--- src/rtl/lock_pkg.sv ---
// Shared types and constants for the keypad code-lock controller.
package lock_pkg;

  localparam int unsigned CODE_W     = 4;
  localparam int unsigned DIGITS_W   = 16;
  localparam int unsigned CNT_W      = 3;
  localparam int unsigned FAIL_W     = 2;
  localparam int unsigned NUM_DIGITS = 4;

  typedef enum logic [1:0] {
    LOCKED  = 2'd0,
    OPEN    = 2'd1,
    SET_NEW = 2'd2,
    ALARM   = 2'd3
  } lock_state_e;

  localparam logic [CODE_W-1:0] KEY_SET     = 4'hA;
  localparam logic [CODE_W-1:0] KEY_CLEAR   = 4'hE;
  localparam logic [CODE_W-1:0] KEY_CONFIRM = 4'hF;

  function automatic logic is_digit(input logic [CODE_W-1:0] code);
    return code <= 4'd9;
  endfunction

endpackage

--- src/rtl/lock_controller_if.sv ---
// Key-event input and status/display outputs between keypad side and lock controller.
interface lock_controller_if;
  import lock_pkg::*;

  logic                key_valid;
  logic [CODE_W-1:0]   key_code;
  logic                unlocked;
  logic                alarm;
  logic                set_mode;
  logic [CNT_W-1:0]    entry_cnt;
  logic [DIGITS_W-1:0] entry_digits;
  logic [FAIL_W-1:0]   fail_cnt;

  modport master (
    output key_valid, key_code,
    input  unlocked, alarm, set_mode, entry_cnt, entry_digits, fail_cnt
  );

  modport slave (
    input  key_valid, key_code,
    output unlocked, alarm, set_mode, entry_cnt, entry_digits, fail_cnt
  );
endinterface

--- src/rtl/lock_timer.sv ---
// Loadable down-counter; expired_o is high during the cycle the count sits at 1
// while enabled, so the consumer leaves on the same edge the count reaches 0.
module lock_timer #(
  parameter int unsigned WIDTH = 24
) (
  input  logic             clk,
  input  logic             reset,
  input  logic             load_i,
  input  logic [WIDTH-1:0] load_value_i,
  input  logic             en_i,
  output logic [WIDTH-1:0] value_o,
  output logic             expired_o
);

  logic [WIDTH-1:0] value_q, value_d;
  logic             expired_q, expired_d;

  // Expiry is precomputed one edge ahead so it can be a registered pulse.
  always_comb begin
    value_d   = value_q;
    expired_d = 1'b0;
    if (load_i) begin
      value_d   = load_value_i;
      expired_d = (load_value_i == WIDTH'(1));
    end else if (en_i && (value_q != '0)) begin
      value_d   = value_q - WIDTH'(1);
      expired_d = (value_q == WIDTH'(2));
    end
  end

  always_ff @(posedge clk or posedge reset) begin
    if (reset) begin
      value_q   <= '0;
      expired_q <= 1'b0;
    end else begin
      value_q   <= value_d;
      expired_q <= expired_d;
    end
  end

  assign value_o   = value_q;
  assign expired_o = expired_q;

endmodule

--- src/rtl/lock_controller.sv ---
// Code-lock FSM: digit entry, password compare/change, and timed lockout after
// repeated failed confirms.
module lock_controller
  import lock_pkg::*;
#(
  parameter logic [15:0] DEFAULT_PWD = 16'h1234,
  parameter int unsigned MAX_FAIL    = 3,
  parameter int unsigned LOCK_CYCLES = 10_000_000
) (
  input  logic             clk,
  input  logic             reset,
  lock_controller_if.slave bus
);

  localparam int unsigned TIMER_W = $clog2(LOCK_CYCLES + 1);

  lock_state_e         state_q, state_d;
  logic [CNT_W-1:0]    entry_cnt_q, entry_cnt_d;
  logic [DIGITS_W-1:0] entry_q, entry_d;
  logic [FAIL_W-1:0]   fail_q, fail_d;
  logic [DIGITS_W-1:0] pwd_q, pwd_d;
  logic                unlocked_q, unlocked_d;
  logic                alarm_q, alarm_d;
  logic                set_mode_q, set_mode_d;

  logic                timer_load;
  logic                timer_expired;
  logic [TIMER_W-1:0]  timer_value;

  logic                key_valid;
  logic [CODE_W-1:0]   key_code;
  logic                entry_full;
  logic                accepts_entry;

  assign key_valid     = bus.key_valid;
  assign key_code      = bus.key_code;
  assign entry_full    = (entry_cnt_q == CNT_W'(NUM_DIGITS));
  assign accepts_entry = (state_q == LOCKED) || (state_q == SET_NEW);

  lock_timer #(
    .WIDTH (TIMER_W)
  ) u_timer (
    .clk          (clk),
    .reset        (reset),
    .load_i       (timer_load),
    .load_value_i (TIMER_W'(LOCK_CYCLES)),
    .en_i         (state_q == ALARM),
    .value_o      (timer_value),
    .expired_o    (timer_expired)
  );

  always_comb begin
    state_d     = state_q;
    entry_cnt_d = entry_cnt_q;
    entry_d     = entry_q;
    fail_d      = fail_q;
    pwd_d       = pwd_q;
    timer_load  = 1'b0;

    // Digit accumulation and CLEAR are shared by both entry states.
    if (accepts_entry && key_valid) begin
      if (is_digit(key_code) && !entry_full) begin
        entry_d     = {entry_q[DIGITS_W-CODE_W-1:0], key_code};
        entry_cnt_d = entry_cnt_q + CNT_W'(1);
      end else if (key_code == KEY_CLEAR) begin
        entry_d     = '0;
        entry_cnt_d = '0;
      end
    end

    case (state_q)
      LOCKED: begin
        if (key_valid && (key_code == KEY_CONFIRM)) begin
          entry_d     = '0;
          entry_cnt_d = '0;
          if (entry_full && (entry_q == pwd_q)) begin
            state_d = OPEN;
            fail_d  = '0;
          end else if ((32'(fail_q) + 32'd1) == MAX_FAIL) begin
            state_d    = ALARM;
            timer_load = 1'b1;
            fail_d     = FAIL_W'(MAX_FAIL);
          end else begin
            fail_d = fail_q + FAIL_W'(1);
          end
        end
      end
      OPEN: begin
        if (key_valid && (key_code == KEY_CONFIRM)) begin
          state_d = LOCKED;
        end else if (key_valid && (key_code == KEY_SET)) begin
          state_d     = SET_NEW;
          entry_d     = '0;
          entry_cnt_d = '0;
        end
      end
      SET_NEW: begin
        if (key_valid && (key_code == KEY_CONFIRM)) begin
          if (entry_full) begin
            pwd_d = entry_q;
          end
          state_d     = OPEN;
          entry_d     = '0;
          entry_cnt_d = '0;
        end
      end
      ALARM: begin
        // Zero-count guard keeps a corrupted timer from trapping the FSM.
        if (timer_expired || (timer_value == '0)) begin
          state_d     = LOCKED;
          fail_d      = '0;
          entry_d     = '0;
          entry_cnt_d = '0;
        end
      end
      default: begin
        state_d = LOCKED;
      end
    endcase

    unlocked_d = (state_d == OPEN) || (state_d == SET_NEW);
    alarm_d    = (state_d == ALARM);
    set_mode_d = (state_d == SET_NEW);
  end

  always_ff @(posedge clk or posedge reset) begin
    if (reset) begin
      state_q     <= LOCKED;
      entry_cnt_q <= '0;
      entry_q     <= '0;
      fail_q      <= '0;
      pwd_q       <= DEFAULT_PWD;
      unlocked_q  <= 1'b0;
      alarm_q     <= 1'b0;
      set_mode_q  <= 1'b0;
    end else begin
      state_q     <= state_d;
      entry_cnt_q <= entry_cnt_d;
      entry_q     <= entry_d;
      fail_q      <= fail_d;
      pwd_q       <= pwd_d;
      unlocked_q  <= unlocked_d;
      alarm_q     <= alarm_d;
      set_mode_q  <= set_mode_d;
    end
  end

  assign bus.unlocked     = unlocked_q;
  assign bus.alarm        = alarm_q;
  assign bus.set_mode     = set_mode_q;
  assign bus.entry_cnt    = entry_cnt_q;
  assign bus.entry_digits = entry_q;
  assign bus.fail_cnt     = fail_q;

endmodule

--- src/flat_wrapper.sv ---
// flat-port wrapper written by rule: the top's interface ports become plain ports
module lock_controller_flat import lock_pkg::*;
#(
  parameter logic [15:0] DEFAULT_PWD = 16'h1234,
  parameter int unsigned MAX_FAIL    = 3,
  parameter int unsigned LOCK_CYCLES = 10_000_000
)
  (clk, reset, bus_key_valid, bus_key_code, bus_unlocked, bus_alarm, bus_set_mode, bus_entry_cnt, bus_entry_digits, bus_fail_cnt);
  lock_controller_if bus_i ();
  input  logic clk;
  input  logic reset;
  input wire logic [$bits(bus_i.key_valid)-1:0] bus_key_valid;
  input wire logic [$bits(bus_i.key_code)-1:0] bus_key_code;
  output wire logic [$bits(bus_i.unlocked)-1:0] bus_unlocked;
  output wire logic [$bits(bus_i.alarm)-1:0] bus_alarm;
  output wire logic [$bits(bus_i.set_mode)-1:0] bus_set_mode;
  output wire logic [$bits(bus_i.entry_cnt)-1:0] bus_entry_cnt;
  output wire logic [$bits(bus_i.entry_digits)-1:0] bus_entry_digits;
  output wire logic [$bits(bus_i.fail_cnt)-1:0] bus_fail_cnt;
  assign bus_i.key_valid = bus_key_valid;
  assign bus_i.key_code = bus_key_code;
  assign bus_unlocked = bus_i.unlocked;
  assign bus_alarm = bus_i.alarm;
  assign bus_set_mode = bus_i.set_mode;
  assign bus_entry_cnt = bus_i.entry_cnt;
  assign bus_entry_digits = bus_i.entry_digits;
  assign bus_fail_cnt = bus_i.fail_cnt;
  lock_controller #(.DEFAULT_PWD(DEFAULT_PWD), .MAX_FAIL(MAX_FAIL), .LOCK_CYCLES(LOCK_CYCLES)) u_core (.clk(clk), .reset(reset), .bus(bus_i));
endmodule
--- config.mk ---
export PLATFORM = sky130hd
export DESIGN_NAME = lock_controller_flat
export DESIGN_NICKNAME = d
export VERILOG_FILES = /design/src/rtl/lock_pkg.sv /design/src/rtl/lock_controller_if.sv /design/src/rtl/lock_timer.sv /design/src/rtl/lock_controller.sv /design/src/flat_wrapper.sv
export SDC_FILE = /design/constraint.sdc
export NUM_CORES = 1
export LEC_CHECK = 0
export CAP_MARGIN = 5
export CORE_MARGIN = 3
export CORE_UTILIZATION = 60
export DETAILED_ROUTE_END_ITERATION = 8
export PLACE_DENSITY = 0.9
export SETUP_SLACK_MARGIN = 0.5
export SLEW_MARGIN = 20
export SYNTH_ARGS = -nofsm -noshare
export SYNTH_HDL_FRONTEND = slang
export SYNTH_SLANG_ARGS = --single-unit
--- constraint.sdc ---
create_clock -name clk -period 4.2 [get_ports clk]
set_input_delay 1.05 -clock clk [delete_from_list [all_inputs] [get_ports clk]]
set_output_delay 1.05 -clock clk [all_outputs]
set_load 0.03 [all_outputs]
## Word-level counts from Yosys, hierarchy flattened

Index checks and enable logic that the tools add are counted.

| cells by class | value |
|---|---|
| $add $sub $neg | 4 |
| order comparisons | 1 |
| equal/unequal tests | 15 |
| multiplexer cells | 37 |
| reductions and logical operators | 18 |

Operators with widths:

| kind | count |
|---|---|
| two-way mux 16 bit | 7 |
| two-way mux 24 bit | 2 |
| one-hot mux 16 bit (3 select lines) | 1 |
| == test 32 x 2 -> 1 bit, second input constant | 1 |
| == test 24 x 2 -> 1 bit, second input constant | 1 |
| logical NOT 24 bit | 1 |
| nonzero test 24 bit | 1 |
| subtractor 24 x 1 -> 24 bit, second input constant | 1 |
| two-way mux 2 bit | 11 |
| two-way mux 3 bit | 7 |
| == test 16 bit | 1 |
| == test 4 bit, second input constant | 3 |
| one-hot mux 3 bit (3 select lines) | 1 |
| == test 2 bit, second input constant | 4 |
| one-hot mux 2 bit (4 select lines) | 1 |
| logical AND 1 bit | 6 |
| two-way mux 1 bit | 6 |
| AND reduction 3 bit | 2 |
| == test 2 x 1 -> 1 bit, second input constant | 2 |
| <= comparator 4 bit, second input constant | 1 |
| one-hot mux 2 bit (2 select lines) | 1 |
| nonzero test 2 bit | 2 |
| adder 2 x 1 -> 3 bit, second input constant | 1 |
| adder 3 x 1 -> 3 bit, second input constant | 1 |
| other kinds (8) | 10 |

| storage, ports and cells | value |
|---|---|
| flip-flop bits (word level) | 67 |
| bits of input ports | 7 |
| logic and storage cells | 85 |

## Depth between registers and ports, before layout

| depth | value |
|---|---|
| word-level depth | 8 |
| gate-level depth with buffers | 9 |
| gate-level depth less buffers | 9 |

## Cells and area by module

A second synthesis with hierarchy kept.

| second synthesis, totals | value |
|---|---|
| cell total of the unflattened synthesis | 401 |
| area, all modules | 3847.4 um2 |

Modules (own cells, without submodules):

| module | instances | cells an instance | area each (um2) | seq. area each (um2) |
|---|---|---|---|---|
| lock_controller | 1 | 217 | 2229.6 | 1057.3 |
| lock_timer | 1 | 184 | 1617.8 | 625.6 |

## Least setup slack after synthesis

No wires, ideal clock.

| timing path | value |
|---|---|
| kind | input to register |
| from | input port bus_key_code[3] |
| to | register u_core.pwd_q[0] |
| library setup time | 0.125 ns |
| arrival time | 2.432 ns |
| required time | 4.075 ns |
| slack | 1.644 ns |
| stages | 5 |
| buffers on the path | 1 |
| path through | and3_1 nand3_1 nor2_1 clkbuf_1 mux2_2 |

| between the ends | value |
|---|---|
| cells in the longest elaborated chain, start to end | 3 |

RTL lines:

| item | RTL line | source |
|---|---|---|
| start, declared | flat_wrapper.sv:13 | `input wire logic [$bits(bus_i.key_code)-1:0] bus_key_code;` |
| == test 4 bit | lock_controller.sv:98 | `if (key_valid && (key_code == KEY_CONFIRM)) begin` |
| logical AND 1 bit | lock_controller.sv:98 |  |
| AND reduction 3 bit (no line) | - |  |
| end signal, assigned | lock_controller.sv:141 | `pwd_q <= pwd_d;` |
| end, declared | lock_controller.sv:21 | `logic [DIGITS_W-1:0] pwd_q, pwd_d;` |

No other way between the ends.
A chain may end at the register's enable or synchronous reset.

## Worst setup path in the final report

| timing path | value |
|---|---|
| from | input port bus_key_code[2] |
| to | register u_core.entry_cnt_q[2] (netlist: u_core.bus.entry_cnt[2]) |

| between the ends | value |
|---|---|
| cells in the longest elaborated chain, start to end | 7 |
| elaborated cells between the ends (all ways) | 15 |
| those cells by class | 1 x order compare; 3 x eq/ne; 8 x mux; 3 x reduce/logical |

RTL lines:

| item | RTL line | source |
|---|---|---|
| <= comparator 4 bit or == test 4 bit (tied branches) | lock_pkg.sv:22, lock_controller.sv:65 |  |
| logical AND 1 bit or two-way mux 3 bit (tied branches) | lock_controller.sv:62, lock_controller.sv:65 |  |
| two-way mux 3 bit | lock_controller.sv:62 | `if (is_digit(key_code) && !entry_full) begin` |
| two-way mux 3 bit | lock_controller.sv:61 | `if (accepts_entry && key_valid) begin` |
| two-way mux 3 bit | lock_controller.sv:91 | `end else if (key_valid && (key_code == KEY_SET)) begin` |
| two-way mux 3 bit | lock_controller.sv:89 | `if (key_valid && (key_code == KEY_CONFIRM)) begin` |
| one-hot mux 3 bit (3 select lines) * | lock_controller.sv:71 | `case (state_q)` |
| via u_core.entry_cnt_d[2] | lock_controller.sv:18 | `logic [CNT_W-1:0] entry_cnt_q, entry_cnt_d;` |
| end signal, assigned | lock_controller.sv:138 | `entry_cnt_q <= entry_cnt_d;` |
| end, declared | lock_controller.sv:18 |  |

Mark *: on every way through the listed nets, which the timed path passes. The rest lies on a longest branch.

==> run metrics <==
status=finished, final reports clean; area delta synth->final=15.3%; ANT cells=0; Worst-path clk slew=0.08 ns; Slew @ Worst Pin=0.753 ns; hpwl dp=5030 µm; Mapped Area=0.00351 mm²; Total GRT Usage=24.2%; antenna violations before repair=0; CTS tree=built; Die W=82.5 µm; layout cells sized above 1=14.6%; largest net degree at the start of global routing=33; Synthesis Warnings=0; # H-tree levels=3; Critical Path AT=3.16 ns; die height=82.5 µm; fraction of registers with async set/reset=100%; hold crit path type=flop to flop; Mapped Cells=340; Skew-Pair Late Insertion Delay=0.34 ns; Final Slew Violations=0; leading area contributor after synthesis=dfrtp_1; via/cell ratio=6.17; Mean Syn Cell Area=10.3 µm²; Cell Pwr Density=630 mW/mm²; Synth cell types=49; final period utilization=69.1%; I/O pin total=31; LEAKAGE=1.61 nW; maximum VDD drop=0.471 mV; die area=0.00680 mm²; Final ANT Viol Nets=0; Area contributors post-synth=dfrtp_1, mux2_2, xnor2_1; data required time of the worst path=4.46 ns; routability cong.=0.868; share of the yosys chip area belonging to registers=48.0%; EDFF count, synth=0; Worst Skew=0.0117 ns; total negative slack=0 ns; filler instances=392; Setup crit start kind=primary input; RSZ-0062 raised after global routing=no; first-pass GRT wire length=12400 µm; DRT Pass-1 Iters=4; CTS sink cnt=67; fin cells=449; global route overflow=0; Yosys top cell area share=44.2%; DR vias=2772; Core Area=0.00557 mm²; # port buffers=30; DRT iter0 DRCs=246; Routed WL=7520 µm; FF+latch count, synth=67; predominant post-synthesis flop cell=dfrtp_1; post_cts resized=0; Fmax=345 MHz; WS Path Type=primary input to flop; clk root buf=clkbuf_8; Clock Path Buffers=2; flop2flop setup slack=1.48 ns; Tmin final=2.90 ns; floorplan row count=27; drc violations=0; maxcap violations=0; vias in the first global route=2611; endpoints failing setup=0; TritonCTS buffer count=9; net count after synthesis=357; WL/cell=16.7 µm; Placed Cells=433; Setup Fix Bufs, Post-CTS=0; Final Hold Viols=0; critical path peak fanout=20; slew margin rel.=49.8%; Critical Path Sink Type=flop; Post-CTS Hold Buffers=0; final layout net count=389; Initial Util=63.0%
## final timing paths
kind                                                 from                          end  cells past startpoint
worst max register to register  u_core.u_timer.value_o[2]  u_core.bus.entry_digits[14]                      5
worst min-delay path                      u_core.pwd_q[1]              u_core.pwd_q[1]                      1
worst max-delay path                      bus_key_code[2]      u_core.bus.entry_cnt[2]                      7
min in group asynchronous                           reset    u_core.u_timer.value_o[3]                      2
max in group asynchronous                           reset              u_core.pwd_q[2]                      3
worst min register to register            u_core.pwd_q[1]              u_core.pwd_q[1]                      1
## layer usage
metal	share of wire, %	global-route usage [%]	routed length [µm]	vias up
met2	49	37.9	3690	89
met1	44	32.6	3290	1355
met3	5.7	6.18	425	10
met4	1.5	8.64	109	0
met5	0	0	0	-
li1	-	-	-	1318
## cell families after synthesis
family	count (synthesis)	share of synthesized area (%)
compound gates	73	14.4
buf+inv	27	4.17
flops	67	48.0
simple gates	123	18.7
mux	17	5.42
xor+xnor	23	5.74
fa+ha+maj	10	3.57
## through the flow
| stage | instance area (µm²) | utilization [%] | worst slack [ns] | total power (W) | hold WS, ns |
|---|---|---|---|---|---|
| floorplan | 3510 | - | 1.48 | 0.00164 | 0.496 |
| finish | 4050 | 72.6 | 1.30 | 0.00255 | 0.539 |
| global route | 4050 | 72.6 | 1.15 | 0.00270 | 0.558 |
| CTS | 4040 | 72.5 | 1.00 | 0.00256 | 0.541 |
| global placement | 3840 | 69.0 | 0.804 | 0.00196 | 0.510 |
| detailed placement | 3840 | 69.0 | 0.683 | 0.00201 | 0.522 |
## area by class of cell
cell class / instances / area (µm²) / area share, %
flip-flops and latches: 67 / 1680 / 41.6
repair buffers: 36 / 345 / 8.53
inverters: 12 / 45.0 / 1.11
clock buffers: 10 / 128 / 3.15
well taps: 72 / 90.1 / 2.23
clock inverters: 6 / 72.6 / 1.79
multi-input cells: 246 / 1680 / 41.6
## cell usage after synthesis (all sizes together) (2+ instances only)
| master | count |
|---|---|
| dfrtp | 62 |
| nor2 | 39 |
| xnor2 | 18 |
| a22oi | 17 |
| a21oi | 16 |
| mux2 | 16 |
| nand3 | 16 |
| nand2 | 14 |
| o31ai | 14 |
| clkbuf | 13 |
| inv | 12 |
| or4 | 12 |
| ha | 10 |
| o21ai | 10 |
| or3 | 7 |
| nand4 | 6 |
| nor3 | 6 |
| nor4 | 6 |
| dfstp | 5 |
| xor2 | 5 |
| a21o | 4 |
| nand4b | 4 |
| and2 | 3 |
| o41ai | 3 |
| or2 | 3 |
| a31o | 2 |
## critical path, stage by stage
cell and delay (ns):
clkdlybuf4s50_1 0.61, o21ai_0 0.15, and4b_1 0.22, buf_4 0.20, nor2_2 0.57, o21ai_0 0.20
a21oi_1 0.16
## state kept, by name (all words and copies together), names as in the netlist
register                  count
u_core.pwd_q                 16
u_core.state_q                2
u_core.bus.unlocked           1
u_core.bus.fail_cnt           2
u_core.bus.entry_digits      16
u_core.u_timer.value_o       24
u_core.bus.entry_cnt          3
u_core.u_timer.expired_o      1
u_core.bus.set_mode           1
u_core.bus.alarm              1
## layout by cell type, fill, tap and decap left out, types with 6 or more instances in the layout
cell type,count
buf_4,6
a21oi_1,16
nand2_1,14
mux2_2,16
xnor2_1,18
nand4_1,6
o31ai_1,13
inv_1,11
clkdlybuf4s50_1,30
or4_1,10
a22oi_1,17
clkbuf_8,9
dfrtp_1,62
nor2_1,38
nor3_1,6
o21ai_0,10
nand3_1,16
ha_1,10
## power breakdown
group	internal (W)	switching [W]	total, W
combinational	0.000409	0.000566	0.000975
sequential	0.000816	0.000219	0.00103
clock	0.000281	0.000258	0.000539
total	0.00151	0.00104	0.00255
(Power assumes the default switching activity.)
